<file path="config.mk">
export PLATFORM = sky130hd
export DESIGN_NAME = load_store_unit
export DESIGN_NICKNAME = d
export VERILOG_FILES = /design/src/rtl/lsu_pkg.sv /design/src/rtl/load_store_unit_align.sv /design/src/rtl/load_store_unit.sv
export SDC_FILE = /design/constraint.sdc
export NUM_CORES = 1
export LEC_CHECK = 0
export CAP_MARGIN = 30
export CORE_AREA = 2 2 121 153
export DETAILED_ROUTE_END_ITERATION = 8
export DIE_AREA = 0 0 123 155
export PLACE_DENSITY = 0.66
export SLEW_MARGIN = 20
export SYNTH_ARGS = -nofsm -noshare
export SYNTH_HDL_FRONTEND = slang
export SYNTH_SLANG_ARGS = --single-unit
export TNS_END_PERCENT = 100
</file>
<file path="constraint.sdc">
create_clock -name clk -period 1.9 [get_ports clk]
set_input_delay 0.57 -clock clk [delete_from_list [all_inputs] [get_ports clk]]
set_output_delay 0.57 -clock clk [all_outputs]
set_load 0.05 [all_outputs]
</file>
<file path="src/rtl/lsu_pkg.sv">
// lsu_pkg: shared types and constants for the load/store unit.
package lsu_pkg;
    localparam int OFF_W = 2;
    typedef enum logic [1:0] {BYTE = 2'b00, HALF = 2'b01, WORD = 2'b10, ILLEGAL = 2'b11} mem_size_e;
    typedef enum logic [1:0] {IDLE = 2'b00, BUS = 2'b01, RESP = 2'b10} lsu_state_e;
    typedef enum logic [1:0] {ERR_NONE = 2'b00, ERR_MISALIGN = 2'b01, ERR_ILLEGAL = 2'b10, ERR_TIMEOUT = 2'b11} err_code_e;
endpackage

</file>
<file path="src/rtl/load_store_unit_align.sv">
// lsu_align: byte-lane steering for stores and lane extraction/extension for loads.
module lsu_align
    import lsu_pkg::*;
(
    input  logic [OFF_W-1:0] st_off,
    input  mem_size_e        st_size,
    input  logic [31:0]      st_wdata,
    output logic [3:0]       st_be,
    output logic [31:0]      st_lanes,
    output logic             st_misaligned,
    input  logic [OFF_W-1:0] ld_off,
    input  mem_size_e        ld_size,
    input  logic             ld_unsigned,
    input  logic [31:0]      ld_word,
    output logic [31:0]      ld_data
);
    logic [7:0]  ld_byte;
    logic [15:0] ld_half;
    always_comb begin
        st_be         = st_size == BYTE ? 4'b0001 << st_off :
                        st_size == HALF ? 4'b0011 << st_off :
                        st_size == WORD ? 4'b1111 : 4'b0000;
        st_lanes      = st_size == BYTE ? {4{st_wdata[7:0]}} :
                        st_size == HALF ? {2{st_wdata[15:0]}} : st_wdata;
        st_misaligned = (st_size == HALF && st_off[0]) || (st_size == WORD && st_off != 2'b00);
        ld_byte       = ld_word[{ld_off, 3'b000} +: 8];
        ld_half       = ld_word[{ld_off[1], 4'b0000} +: 16];
        ld_data       = ld_size == BYTE ? {{24{~ld_unsigned & ld_byte[7]}}, ld_byte} :
                        ld_size == HALF ? {{16{~ld_unsigned & ld_half[15]}}, ld_half} : ld_word;
    end
endmodule

</file>
<file path="src/rtl/load_store_unit.sv">
// load_store_unit: one-at-a-time data-memory access stage with req/ack bus and timeout.
module load_store_unit
    import lsu_pkg::*;
#(
    parameter int TIMEOUT_CYCLES = 16,
    parameter int ADDR_W         = 32
) (
    input  logic              clk,
    input  logic              rst_n,
    input  logic              req_valid,
    output logic              req_ready,
    input  logic              mem_read,
    input  logic              mem_write,
    input  logic [1:0]        mem_size,
    input  logic              mem_unsigned,
    input  logic [ADDR_W-1:0] addr,
    input  logic [31:0]       wdata,
    output logic              resp_valid,
    output logic [31:0]       resp_rdata,
    output logic              resp_err,
    output logic [1:0]        resp_err_code,
    output logic              bus_req,
    output logic              bus_we,
    output logic [ADDR_W-1:0] bus_addr,
    output logic [3:0]        bus_be,
    output logic [31:0]       bus_wdata,
    input  logic              bus_ack,
    input  logic [31:0]       bus_rdata
);
    localparam int CW = TIMEOUT_CYCLES > 1 ? $clog2(TIMEOUT_CYCLES) : 1;
    lsu_state_e        state, state_n;
    logic [CW-1:0]     cnt;
    logic [ADDR_W-3:0] waddr_q;
    logic [OFF_W-1:0]  off_q;
    mem_size_e         size_q;
    logic              uns_q, we_q;
    logic [3:0]        be_q, st_be;
    logic [31:0]       wdata_q, rdata_q, st_lanes, ld_data;
    err_code_e         err_q, err_in;
    logic              st_mis, illegal, direct, accept, expire;

    lsu_align u_align (
        .st_off       (addr[1:0]),
        .st_size      (mem_size_e'(mem_size)),
        .st_wdata     (wdata),
        .st_be        (st_be),
        .st_lanes     (st_lanes),
        .st_misaligned(st_mis),
        .ld_off       (off_q),
        .ld_size      (size_q),
        .ld_unsigned  (uns_q),
        .ld_word      (bus_rdata),
        .ld_data      (ld_data)
    );

    // Illegal takes priority over misaligned; no-ops also skip the bus.
    always_comb begin
        illegal = mem_size == ILLEGAL || (mem_read && mem_write);
        err_in  = illegal ? ERR_ILLEGAL : st_mis ? ERR_MISALIGN : ERR_NONE;
        direct  = err_in != ERR_NONE || (!mem_read && !mem_write);
        accept  = req_valid && state == IDLE;
        expire  = state == BUS && !bus_ack && cnt == CW'(TIMEOUT_CYCLES - 1);
        state_n = state == IDLE ? (req_valid ? (direct ? RESP : BUS) : IDLE) :
                  state == BUS  ? ((bus_ack || expire) ? RESP : BUS) : IDLE;
    end

    always_ff @(posedge clk or negedge rst_n)
        if (!rst_n) state <= IDLE;
        else        state <= state_n;

    always_ff @(posedge clk or negedge rst_n) begin
        if (!rst_n) begin
            cnt     <= '0;
            waddr_q <= '0;
            off_q   <= '0;
            size_q  <= BYTE;
            uns_q   <= 1'b0;
            we_q    <= 1'b0;
            be_q    <= '0;
            wdata_q <= '0;
            rdata_q <= '0;
            err_q   <= ERR_NONE;
        end else if (accept) begin
            cnt     <= '0;
            waddr_q <= addr[ADDR_W-1:2];
            off_q   <= addr[1:0];
            size_q  <= mem_size_e'(mem_size);
            uns_q   <= mem_unsigned;
            we_q    <= mem_write;
            be_q    <= st_be;
            wdata_q <= st_lanes;
            rdata_q <= '0;
            err_q   <= err_in;
        end else if (state == BUS) begin
            if (bus_ack)     rdata_q <= we_q ? '0 : ld_data;
            else if (expire) err_q   <= ERR_TIMEOUT;
            else             cnt     <= cnt + 1'b1;
        end
    end

    always_comb begin
        req_ready     = state == IDLE;
        resp_valid    = state == RESP;
        resp_rdata    = resp_valid ? rdata_q : '0;
        resp_err_code = resp_valid ? err_q : ERR_NONE;
        resp_err      = resp_valid && err_q != ERR_NONE;
        bus_req       = state == BUS;
        bus_we        = bus_req && we_q;
        bus_addr      = bus_req ? {waddr_q, 2'b00} : '0;
        bus_be        = bus_req ? be_q : '0;
        bus_wdata     = bus_req ? wdata_q : '0;
    end
endmodule

</file>
==> results.toml <==
[run_status]
status = "finished with violations"
violations = "setup timing"

[cells_and_area]
fin_area_um2 = 10300
antennaDiodeCount = 0
drive_above_1_share_pct = 33.9
nets = 1025
syn_to_final_growth_pct = 70.0
fillers = 1510

[timing]
setup_viol = 103
hold_violations = 0
fmax_mhz = 479
whs_ps = 125
maxSlewHeadroom_pct = 65.9
rsz0062_at_grt = "true"
worstMarginPinSlew_ps = 511
layout_setup_ws_ps = -188
slew_viol_final = 0
worst_clock_skew_ps = 6.14
fin_crit_sh_pct = 110
min_period_ps = 2090

[drt]
dr.first_iter.drc_count = 384
drc = 0
viasPerCell = 4.78
via_count = 5488
drt_wl_total_mm = 18.5
route.antenna.remaining_nets = 0
wire_per_inst_um = 16.1
dr.pass1.iters = 4

[logic_synthesis]
ys_warn_count = 0
yosysMostFrequentCell = "nand2_1"
yosysTopAreaCell = "dfrtp_1"
synth_cells = 693
yosysTopAreaCellShare_pct = 46.1
synth.area.top_cells = "dfrtp_1, and2_1, nand2_1, mux2i_1, mux2_2"
synth.distinct_cells = 47
syn_area_um2 = 6080
synthFlopType = "dfrtp_1"
seq_area_frac_synth_pct = 46.1
yosys-top-cells-count = "nand2_1, and2_1, dfrtp_1, nor2_1, a21oi_1"
synth-edff-count = 0
ys_ff_latch = 112
avgSynthCellArea_um2 = 8.78
async_reset_ff_share_pct = 100

[die]
core_area_um2 = 17800
dieArea_um2 = 19100
die_y_um = 155
die_w_um = 123
rows = 55
pin_count = 212
initial_utilization_pct = 34.3

[clocking]
cts_htree_levels = 3
clock_sinks = 112
numCtsBuffers = 9
clkSlewWorstSetupHoldPaths_ps = 80
cts_hold_buffers = 0
cts-root-buf = "clkbuf_16"
cts_tree = "yes"
clock_latency_ps = 350
clock_path_buffers = 2

[global_route]
met3_usage_pct = 5.87
grt_max_degree = 45
grt-ovfl-total = 0
gr-usage-all-layers_pct = 19.7
grt_use_met2_pct = 31.9
grt_pass1_wl_mm = 29.0
grt_use_met1_pct = 23.9
antenna_found_initial = 0
grt.busiest_layer = "met2"
grt_pass1_vias = 5484

[critical_path]
critPathLaunchType = "register"
cp.required_ps = 1330
end_kind = "output port"
rrSetupSlack_ps = 230
crit_type = "register to output port"
arrival_ps = 1520
crit_fanout = 18

[place]
postPlaceCellArea_um2 = 9890
pre_cts_slack_ps = -179
hpwl_mm = 13.9
finalWeightedCongestion = 0.851
port-buffer-count = 209

[pwr]
ir_drop_v = 0.000408
p_leak_nw = 4.66
cellPowerDensity_nw_per_um2 = 828

[hold_path]
hold_path.class = "input pin to asynchronous set/reset pin"

[run]
drv_cap = 0
final timing paths:
kind,startpoint,end,cells after the start
min in group clk,waddr_q[9],waddr_q[9],2
max reg2reg,size_q[1],rdata_q[12],4
max in group asynchronous,rst_n,waddr_q[28],2
min reg2reg,waddr_q[9],waddr_q[9],2
max,state[1],bus_wdata[2],5
min,rst_n,rdata_q[10],1
metrics by stage:
| step | cells | power [mW] | TNS [ps] | util (%) |
|---|---|---|---|---|
| 3_5_place_dp | 1130 | 6.55 | -7580 | 55.7 |
| 6_report | 1148 | 8.57 | -16100 | 58.3 |
| 3_3_place_gp | 1130 | 6.49 | -5630 | 55.7 |
| 4_1_cts | 1148 | 8.65 | -19330 | 58.2 |
| 2_1_floorplan | 694 | 5.03 | -405 | - |
| 5_1_grt | 1148 | 9.08 | -23590 | 58.3 |
cells by family after synthesis:
logic type | synth area share (%)
compound gates | 11.4
fa+ha+maj | 1.03
mux | 7.24
other cells | 0.0616
buf+inv | 4.40
xor+xnor | 0.576
simple gates | 29.3
flops | 46.1
layout by cell type (no fill, tap or decap), types with 3 or more instances in the layout:
master           netlist  final
clkbuf_16              0      9
a21oi_1               30     30
o31ai_1                7      7
mux2_2                16     16
buf_4                  3     35
nand2_1              174    173
clkdlybuf4s50_1        0    103
o22ai_1                9      9
and2_1               115     14
dfrtp_1              112    111
and2_2                 0     53
and2_4                 0     48
buf_12                 1    116
nor2b_1               19     18
o21ai_0               29     29
mux2i_1               26     26
a211oi_1              14     14
inv_1                  5      5
xor2_1                 4      4
o21ai_1                3      3
o21ai_2               10     10
ha_1                   5      5
nor2_1                38     37
critical path, stage by stage (launching register included):
cell and delay (ps):
dfrtp_1 400, nand2b_4 180, inv_8 100, buf_12 150
and2_2 180, buf_12 130
metal layers:
metal	up-vias	routed length [µm]
met5	-	0
met4	0	722
met3	32	1580
met2	207	8930
met1	2537	7300
li1	2712	-
final cells by class:
type                       count  area [µm²]  area share (%)
sequential                   112        2800            27.1
inverter                       6        30.0           0.290
clock inverter                 7        80.1           0.774
clock buffer                   9         225            2.18
multi-input combinational    528        3240            31.3
tap                          228         285            2.76
timing repair buffer         258        3680            35.6
report_power, final:
| group | total (mW) | internal, mW | switching (mW) |
|---|---|---|---|
| Combinational | 3.38 | 1.62 | 1.76 |
| Clock | 1.98 | 1.04 | 0.941 |
| Sequential | 3.21 | 2.90 | 0.305 |
what timing repair did:
item,in CTS,in global routing
gates cloned,1,0
endpoints found under the setup margin,104,104
gates resized for setup,42,10
pin swaps,3,4
buffers inserted,1,0
sequential cells by signal (all words and copies together) (netlist names):
signal	cells
be_q	4
cnt	4
err_q	2
off_q	2
rdata_q	32
size_q	2
state	2
uns_q	1
waddr_q	30
wdata_q	32
we_q	1
(Power assumes the default switching activity.)
